==> src/rtl/mem_stage.sv <==
// MEM stage: byte-serial load/store unit driving an 8-bit RAM port.
// Define MEM_ALIGN_CHECK_EN to trap misaligned half/word accesses.
module mem_stage (
  input  logic        clk_in,
  input  logic        rst_in,
  input  logic        rdy_in,
  input  logic [4:0]  rsd_addr_in,
  input  logic [31:0] rsd_data_in,
  input  logic        write_rsd_or_not_in,
  input  logic [31:0] mem_addr_in,
  input  logic        mem_read_or_not_in,
  input  logic        mem_write_or_not_in,
  input  logic [1:0]  mem_width_in,
  input  logic        mem_unsigned_in,
  input  logic [31:0] store_data_in,
  output logic [4:0]  rsd_addr_out,
  output logic [31:0] rsd_data_out,
  output logic        write_rsd_or_not_out,
  output logic        stall_req_out,
  output logic        mem_req_out,
  input  logic        mem_gnt_in,
  output logic [31:0] mem_a_out,
  output logic [7:0]  mem_dout_out,
  output logic        mem_wr_out,
  input  logic [7:0]  mem_din_in
`ifdef MEM_ALIGN_CHECK_EN
  ,
  output logic        misalign_out
`endif
);

  typedef enum logic [2:0] {
    IDLE, REQ, XFER, LAST, DONE
  } state_t;

  state_t      state_q, state_d;
  logic [31:0] addr_q;
  logic [31:0] sdata_q;
  logic [31:0] res_q;
  logic [31:0] ext;
  logic [1:0]  width_q;
  logic [1:0]  k_q;
  logic [1:0]  pk_q;
  logic [1:0]  k_last;
  logic [4:0]  rsd_q;
  logic        uns_q;
  logic        rd_q;
  logic        wflag_q;
  logic        pend_q;
  logic        mem_op;
  logic        misal;

  assign mem_op = mem_read_or_not_in | mem_write_or_not_in;

`ifdef MEM_ALIGN_CHECK_EN
  logic mis_q;
  assign misal = ((mem_width_in == 2'b01) && mem_addr_in[0])
              || (mem_width_in[1] && (mem_addr_in[1:0] != 2'b00));
  assign misalign_out = mis_q;
`else
  assign misal = 1'b0;
`endif

  always_comb begin
    k_last = 2'd3;
    unique case (width_q)
      2'b00:   k_last = 2'd0;
      2'b01:   k_last = 2'd1;
      default: k_last = 2'd3;
    endcase
  end

  always_comb begin
    ext = res_q;
    unique case (width_q)
      2'b00:   ext = {{24{~uns_q & res_q[7]}}, res_q[7:0]};
      2'b01:   ext = {{16{~uns_q & res_q[15]}}, res_q[15:0]};
      default: ext = res_q;
    endcase
  end

  always_comb begin
    state_d = state_q;
    unique case (state_q)
      IDLE: if (mem_op) state_d = misal ? DONE : REQ;
      REQ:  if (mem_gnt_in) state_d = XFER;
      XFER: if (mem_gnt_in && (k_q == k_last))
              state_d = rd_q ? LAST : DONE;
      LAST: state_d = DONE;
      DONE: state_d = IDLE;
      default: state_d = IDLE;
    endcase
  end

  always_ff @(posedge clk_in or negedge rst_in) begin
    if (!rst_in) begin
      state_q <= IDLE;
      addr_q  <= '0;
      sdata_q <= '0;
      res_q   <= '0;
      width_q <= '0;
      k_q     <= '0;
      pk_q    <= '0;
      rsd_q   <= '0;
      uns_q   <= 1'b0;
      rd_q    <= 1'b0;
      wflag_q <= 1'b0;
      pend_q  <= 1'b0;
`ifdef MEM_ALIGN_CHECK_EN
      mis_q   <= 1'b0;
`endif
    end else if (rdy_in) begin
      state_q <= state_d;
`ifdef MEM_ALIGN_CHECK_EN
      mis_q <= (state_q == IDLE) && mem_op && misal;
`endif
      unique case (state_q)
        IDLE: if (mem_op) begin
          addr_q  <= mem_addr_in;
          sdata_q <= store_data_in;
          width_q <= mem_width_in;
          uns_q   <= mem_unsigned_in;
          rsd_q   <= rsd_addr_in;
          rd_q    <= ~mem_write_or_not_in;
          wflag_q <= write_rsd_or_not_in & ~misal;
          res_q   <= '0;
          k_q     <= '0;
          pend_q  <= 1'b0;
        end
        XFER: begin
          // byte issued last cycle lands now, granted or not
          if (pend_q) res_q[{pk_q, 3'b000} +: 8] <= mem_din_in;
          pend_q <= mem_gnt_in;
          if (mem_gnt_in) begin
            pk_q <= k_q;
            k_q  <= k_q + 2'd1;
          end
        end
        LAST: begin
          if (pend_q) res_q[{pk_q, 3'b000} +: 8] <= mem_din_in;
          pend_q <= 1'b0;
        end
        default: ;
      endcase
    end
  end

  always_comb begin
    rsd_addr_out         = rsd_addr_in;
    rsd_data_out         = rsd_data_in;
    write_rsd_or_not_out = write_rsd_or_not_in;
    stall_req_out        = 1'b0;
    mem_req_out          = 1'b0;
    mem_a_out            = '0;
    mem_dout_out         = '0;
    mem_wr_out           = 1'b0;
    unique case (state_q)
      IDLE: if (mem_op) begin
        stall_req_out        = 1'b1;
        write_rsd_or_not_out = 1'b0;
      end
      REQ, LAST: begin
        stall_req_out        = 1'b1;
        mem_req_out          = 1'b1;
        rsd_addr_out         = rsd_q;
        write_rsd_or_not_out = 1'b0;
      end
      XFER: begin
        stall_req_out        = 1'b1;
        mem_req_out          = 1'b1;
        rsd_addr_out         = rsd_q;
        write_rsd_or_not_out = 1'b0;
        mem_a_out            = addr_q + {30'd0, k_q};
        if (!rd_q) mem_dout_out = sdata_q[{k_q, 3'b000} +: 8];
        mem_wr_out           = ~rd_q & mem_gnt_in & rdy_in;
      end
      DONE: begin
        rsd_addr_out         = rsd_q;
        rsd_data_out         = ext;
        write_rsd_or_not_out = rd_q & wflag_q;
      end
      default: ;
    endcase
  end

endmodule

==> config.mk <==
export PLATFORM = sky130hd
export DESIGN_NAME = mem_stage
export DESIGN_NICKNAME = d
export VERILOG_FILES = /design/src/rtl/mem_stage.sv
export SDC_FILE = /design/constraint.sdc
export NUM_CORES = 1
export LEC_CHECK = 0
export ABC_AREA = 1
export BUFFER_PORTS_ARGS = -buffer_cell sky130_fd_sc_hd__buf_2
export CORE_MARGIN = 10
export CORE_UTILIZATION = 50
export CTS_CLUSTER_DIAMETER = 200
export DETAILED_ROUTE_END_ITERATION = 12
export PLACE_DENSITY = 0.77
export SLEW_MARGIN = 10
export SYNTH_ARGS = -nofsm -noshare
export SYNTH_HDL_FRONTEND = slang
export SYNTH_SLANG_ARGS = --single-unit
==> constraint.sdc <==
create_clock -name clk_in -period 3.5 [get_ports clk_in]
set_input_delay 0 -clock clk_in [delete_from_list [all_inputs] [get_ports clk_in]]
set_output_delay 0 -clock clk_in [all_outputs]
set_load 0.01 [all_outputs]
* After elaboration in Yosys (flattened, before gate mapping)
Index checks and enable logic that the tools add are counted.
** Operators by class
- $add $sub $neg :: 3
- Muxes and demuxes :: 27
- Reductions and logical operators :: 15
- Bitwise operators :: 9
- Equality and inequality tests :: 11
- Shift-type cells :: 3
** Operator list (count)
- 32-bit two-way mux :: 4
- 32-bit one-hot mux with 2 select lines :: 2
- 32-bit by 2-bit adder with 32-bit output :: 1
- 32-bit bitwise mux :: 1
- 8-bit by 7-bit variable shift with 32-bit output, first input constant :: 1
- 32-bit by 6-bit indexed part select with 8-bit output :: 1
- 8-bit by 7-bit indexed part select with 32-bit output :: 1
- 8-bit two-way mux :: 2
- 3-bit two-way mux :: 4
- 3-bit one-hot mux with 4 select lines :: 1
- 4-bit AND reduction :: 3
- 3-bit AND reduction :: 3
- 2-bit inequality test, second input constant :: 4
- 2-bit one-hot mux with 2 select lines :: 2
- 5-bit negator with 7-bit output :: 1
- 3-bit by 2-bit equality test with 1-bit output, second input constant :: 2
- 1-bit one-hot mux with 3 select lines :: 2
- 1-bit AND :: 5
- 1-bit two-way mux :: 5
- 5-bit two-way mux :: 1
- 2-bit two-way mux :: 2
- 2-bit nonzero test :: 2
- 4-bit OR reduction :: 1
- 3-bit by 1-bit equality test with 1-bit output, second input constant :: 1
- other kinds (14) :: 16
** Storage, ports and cells
- Bits in registers :: 114
- Logic and storage cells :: 80
- Input bits :: 119

* Logic depth before layout (Yosys ltp)
- Depth after elaboration :: 6
- Mapped depth :: 10
- Gate-level depth less buffers :: 10

* Worst setup path after synthesis
OpenSTA, ideal clock, no wires.
- Path type :: reg-to-reg
- Start :: register pk_q[0]
- End :: register res_q[27]
- Required time :: 3.435 ns
- Arrival :: 1.588 ns
- Library setup time :: 0.065 ns
- Slack :: 1.847 ns
- Buffers on the path :: 1
- Stages on the path, launching flop included :: 9
- Cells stage by stage :: dfrtp_1 inv_1 ha_1 clkbuf_1 nor2_1 nand2_1 nor2_1 nand4_1 nand2_1
** Between the ends
- Word-level cells in the longest chain between the ends :: 5
- Elaborated cells on any way between the ends :: 6
** Ends and longest elaborated chain
- start, declared :: RTL line 43 : logic [1:0] pk_q;
- start signal, assigned :: RTL line 135 : pk_q <= k_q;
- 5-bit negator with 7-bit output * :: RTL line 132, 140
- 8-bit by 7-bit indexed part select with 32-bit output / 8-bit by 7-bit variable shift with 32-bit output (equally long branches) :: RTL line 132, 140
- 32-bit bitwise mux * :: RTL line 132, 140
- 32-bit two-way mux * :: RTL line 132, 140
- 32-bit one-hot mux with 2 select lines * :: RTL line 117 : unique case (state_q)
- end signal, assigned by index :: RTL line 132 : if (pend_q) res_q[{pk_q, 3'b000} +: 8] <= mem_din_in;
- end signal, assigned by index :: RTL line 140 : if (pend_q) res_q[{pk_q, 3'b000} +: 8] <= mem_din_in;
- end, declared :: RTL line 39 : logic [31:0] res_q;
Every way passes the cells marked *; elsewhere a longest branch is shown, timed or not. The select of a mux whose other input is x is not followed.
A chain may end at the register's enable or synchronous reset.

* Final worst setup path
- Start :: register k_q[1]
- End :: output port mem_a_out[22]
** Between the ends
- Word-level cells in the longest chain between the ends :: 2
** Ends and longest elaborated chain
- start, declared :: RTL line 42 : logic [1:0] k_q;
- start signal, assigned :: RTL line 136 : k_q <= k_q + 2'd1;
- 32-bit by 2-bit adder with 32-bit output :: RTL line 173 : mem_a_out = addr_q + {30'd0, k_q};
- 32-bit two-way mux :: RTL line 157 : unique case (state_q)
- end, declared :: RTL line 22 : output logic [31:0] mem_a_out,
Every way passes these cells.

==> flow_metrics.py <==
metrics = {
    "run_status": {
        "outcome": "completed",
    },
    "setup_path": {
        "path_cells": "fa_1, nand2_1, nor2_1, nand2_1, nor2_1, nand2_1, nand2_1, nand2_1, nor2_1, buf_2",
        "reg2reg_depth": 7,
        "cp_max_fo": 14,
        "slowest_stage": "dfrtp_1",
        "path_class": "register to output pin",
        "r2r-start": "pk_q[0]$_DFFE_PN0P_",
        "arrival_ns": 2.64,
        "required_ns": 3.50,
        "crit_path_frequent_cell": "nand2_1",
        "critPathLaunchType": "register",
        "r2r_slack_ns": 1.21,
        "critPathMaxStageDelay_ns": 0.70,
        "reg2reg_to": "res_q[5]$_DFFE_PN0P_",
        "cp-end-kind": "output pin",
    },
    "power": {
        "intPower_mw": 4.03,
        "finalPower_mw": 7.15,
        "clkPwrFrac_pct": 26.3,
        "p_switching_mw": 3.11,
        "power_density_nw_per_um2": 740,
        "p_comb_share_pct": 41.5,
        "p_sw_share_pct": 43.6,
        "ir_worst_vdd_mv": 0.506,
        "leakage_nw": 5.06,
        "p_seq_share_pct": 32.2,
    },
    "clock_network": {
        "clk_latency_ns": 0.41,
        "ctsHoldBuffers": 81,
        "cts_tree": "built",
        "cts_buffers": 17,
        "root_buffer": "clkbuf_16",
        "cts_setup_buffers": 0,
        "cts_buffer_depth": 2,
        "htree_levels": 4,
        "cts-resized-gates": 0,
        "cts.sinks": 114,
        "clkTransAtPathRegs_ns": 0.06,
    },
    "logic_synthesis": {
        "ys_warn_count": 0,
        "synth.avg_cell_area_um2": 6.68,
        "synth_edf_count": 0,
        "syn_inst": 1070,
        "synth_nets": 1196,
        "ys_types": 35,
        "ys_seq_area_share_pct": 39.9,
        "async_reset_ff_share_pct": 100,
        "ys.flop_type": "dfrtp_1",
        "syn_area_um2": 7150,
        "ys_ff_latch": 114,
    },
    "min_path": {
        "holdPathEnd": "res_q[22]$_DFFE_PN0P_",
        "hold_start": "mem_din_in[6]",
        "whs_path_depth": 5,
        "hold_class": "input port to register",
    },
    "grt": {
        "grtUsageTotal_pct": 22.6,
        "grt_overflow": 0,
        "grt_max_degree": 67,
        "grt_pass1_vias": 7376,
        "antenna_found_initial": 3,
        "grt_pass1_wl_mm": 36.8,
    },
    "floorplanning": {
        "num_io_pins": 200,
        "fp.dieH_um": 140,
        "core.rowCount": 43,
        "start_util_pct": 51.3,
        "die_w_um": 140,
        "core_um2": 13900,
        "die_area_um2": 19500,
    },
    "sta": {
        "fin_setup_tns_ns": 0,
        "slew_headroom_pct": 48.5,
        "whs_ns": 0.0455,
        "timing.final.crit_share_pct": 75.5,
        "fin_ws_ns": 0.858,
        "slew_viol_final": 0,
        "rsz0062_at_grt": "false",
        "worst_slew_pin_slew_ns": 0.772,
        "finalSetupViolations": 0,
        "timing.fmax_mhz": 379,
        "finalHoldViolCount": 0,
        "period_needed_ns": 2.64,
        "fin_worst_skew_ns": 0.00508,
    },
    "routing": {
        "route.vias.total": 7708,
        "antenna_left": 0,
        "first_pass_iters": 8,
        "drt_iter0_drc": 655,
        "via_per_inst": 5.06,
        "drt-total-wl_mm": 22.5,
        "remaining_drc_errors": 0,
        "wl_per_cell_um": 14.8,
    },
    "run": {
        "maxCapViolations": 0,
    },
    "finish": {
        "seq_area_um2": 2850,
        "drive_gt1_share_pct": 19.4,
        "utilization_pct": 69.3,
        "fill_cells": 1182,
        "fin_cells": 1523,
        "final_cell_area_um2": 9660,
        "multi_input_area_um2": 3540,
        "nets": 1455,
        "area_delta_synth_final_pct": 35.1,
    },
    "place": {
        "dp_hpwl_mm": 15.7,
        "port_buffers": 199,
        "gp_congestion": 0.952,
        "dp_slack_ns": 1.28,
        "place_area_um2": 8210,
        "dp.cells": 1409,
    },
}
how the worst max path moves through the flow:
stage,to,cells past startpoint,from
after detailed placement,res_q[5]$_DFFE_PN0P_,7,pk_q[0]$_DFFE_PN0P_
after global routing,mem_a_out[18],10,k_q[1]$_DFFE_PN0P_
after global placement,k_q[1]$_DFFE_PN0P_,7,state_q[2]$_DFFE_PN0P_
final,mem_a_out[22],10,k_q[1]$_DFFE_PN0P_
after CTS,mem_a_out[22],10,k_q[1]$_DFFE_PN0P_
after floorplan,res_q[27]$_DFFE_PN0P_,8,pk_q[0]$_DFFE_PN0P_
Yosys cell counts, types with 4 or more instances:
cell type | instances | area share (%)
inv_1 | 139 | 7.3
nor2_1 | 157 | 8.2
nand3_2 | 5 | 0.70
clkbuf_1 | 10 | 0.52
nand2_1 | 343 | 18
o21ai_1 | 15 | 1.0
a21oi_1 | 17 | 1.2
inv_2 | 5 | 0.26
nor3_1 | 6 | 0.42
o21ai_0 | 90 | 6.3
o22a_1 | 16 | 2.0
buf_1 | 7 | 0.37
xnor2_1 | 4 | 0.49
nand4_1 | 49 | 4.3
nand2_2 | 6 | 0.52
xor2_1 | 5 | 0.61
nand3_1 | 24 | 1.7
ha_1 | 6 | 1.0
dfrtp_1 | 114 | 40
o22ai_1 | 8 | 0.70
buf_2 | 25 | 1.7
kinds of logic (layout without fill, tap and decap cells):
group,after synthesis,count (layout),synth area share [%]
adders and majority gates,7,7,1.33
AOI/OAI and AO/OA,149,149,11.6
and+or+nand+nor,600,600,35.2
DFF,114,114,39.9
buffers and inverters,191,463,10.8
xor gates and xnor gates,9,9,1.10
other,0,1,0
per-layer routing:
| metal | share of wire [%] | GRT usage, % | vias to the layer above | routed length [µm] |
|---|---|---|---|---|
| li1 | - | - | 3912 | - |
| met1 | 42 | 27.9 | 3474 | 9550 |
| met2 | 47 | 36.3 | 285 | 10700 |
| met3 | 8.3 | 8.17 | 33 | 1860 |
| met4 | 1.7 | 6.96 | 4 | 379 |
| met5 | 0.16 | 0 | - | 35 |
power by group through the flow:
stage | Clock [mW] | Sequential (mW) | Combinational (mW)
2_1_floorplan | 0 | 2.12 | 2.20
4_1_cts | 1.90 | 2.29 | 2.96
3_5_place_dp | 0 | 2.30 | 2.86
3_3_place_gp | 0 | 2.29 | 2.81
5_1_grt | 1.97 | 2.37 | 3.37
6_report | 1.88 | 2.30 | 2.97
layout by cell type, fill, tap and decap left out, types with 16 or more instances in the layout:
master	n
nand2_1	343
buf_2	198
nor2_1	157
inv_1	139
dfrtp_1	114
o21ai_0	90
dlygate4sd3_1	81
nand4_1	49
nand3_1	24
a21oi_1	17
clkbuf_16	17
o22a_1	16
critical path, delay by kind of cell, from the launching register on:
kind	cells	cell delay (ns)
buffers and inverters	1	0.13
flip-flops	1	0.70
AND/OR/NAND/NOR	8	1.07
adder cells (fa/ha/maj)	1	0.33
sequential cells by signal (all words and copies together) (netlist names):
signal,flops
pend_q,1
res_q,32
wflag_q,1
addr_q,32
pk_q,2
width_q,2
uns_q,1
state_q,3
sdata_q,32
rd_q,1
k_q,2
rsd_q,5
area by class of cell:
cell class / instances / share of cell area (%)
clock buffer: 18 / 4.55
timing repair buffer: 286 / 19.2
antenna: 1 / 0.0259
clock inverter: 14 / 2.07
inverter: 145 / 5.63
sequential: 114 / 29.5
multi-input combinational: 765 / 36.7
tap: 180 / 2.33
Note: power is estimated with default switching activity, not from simulation.
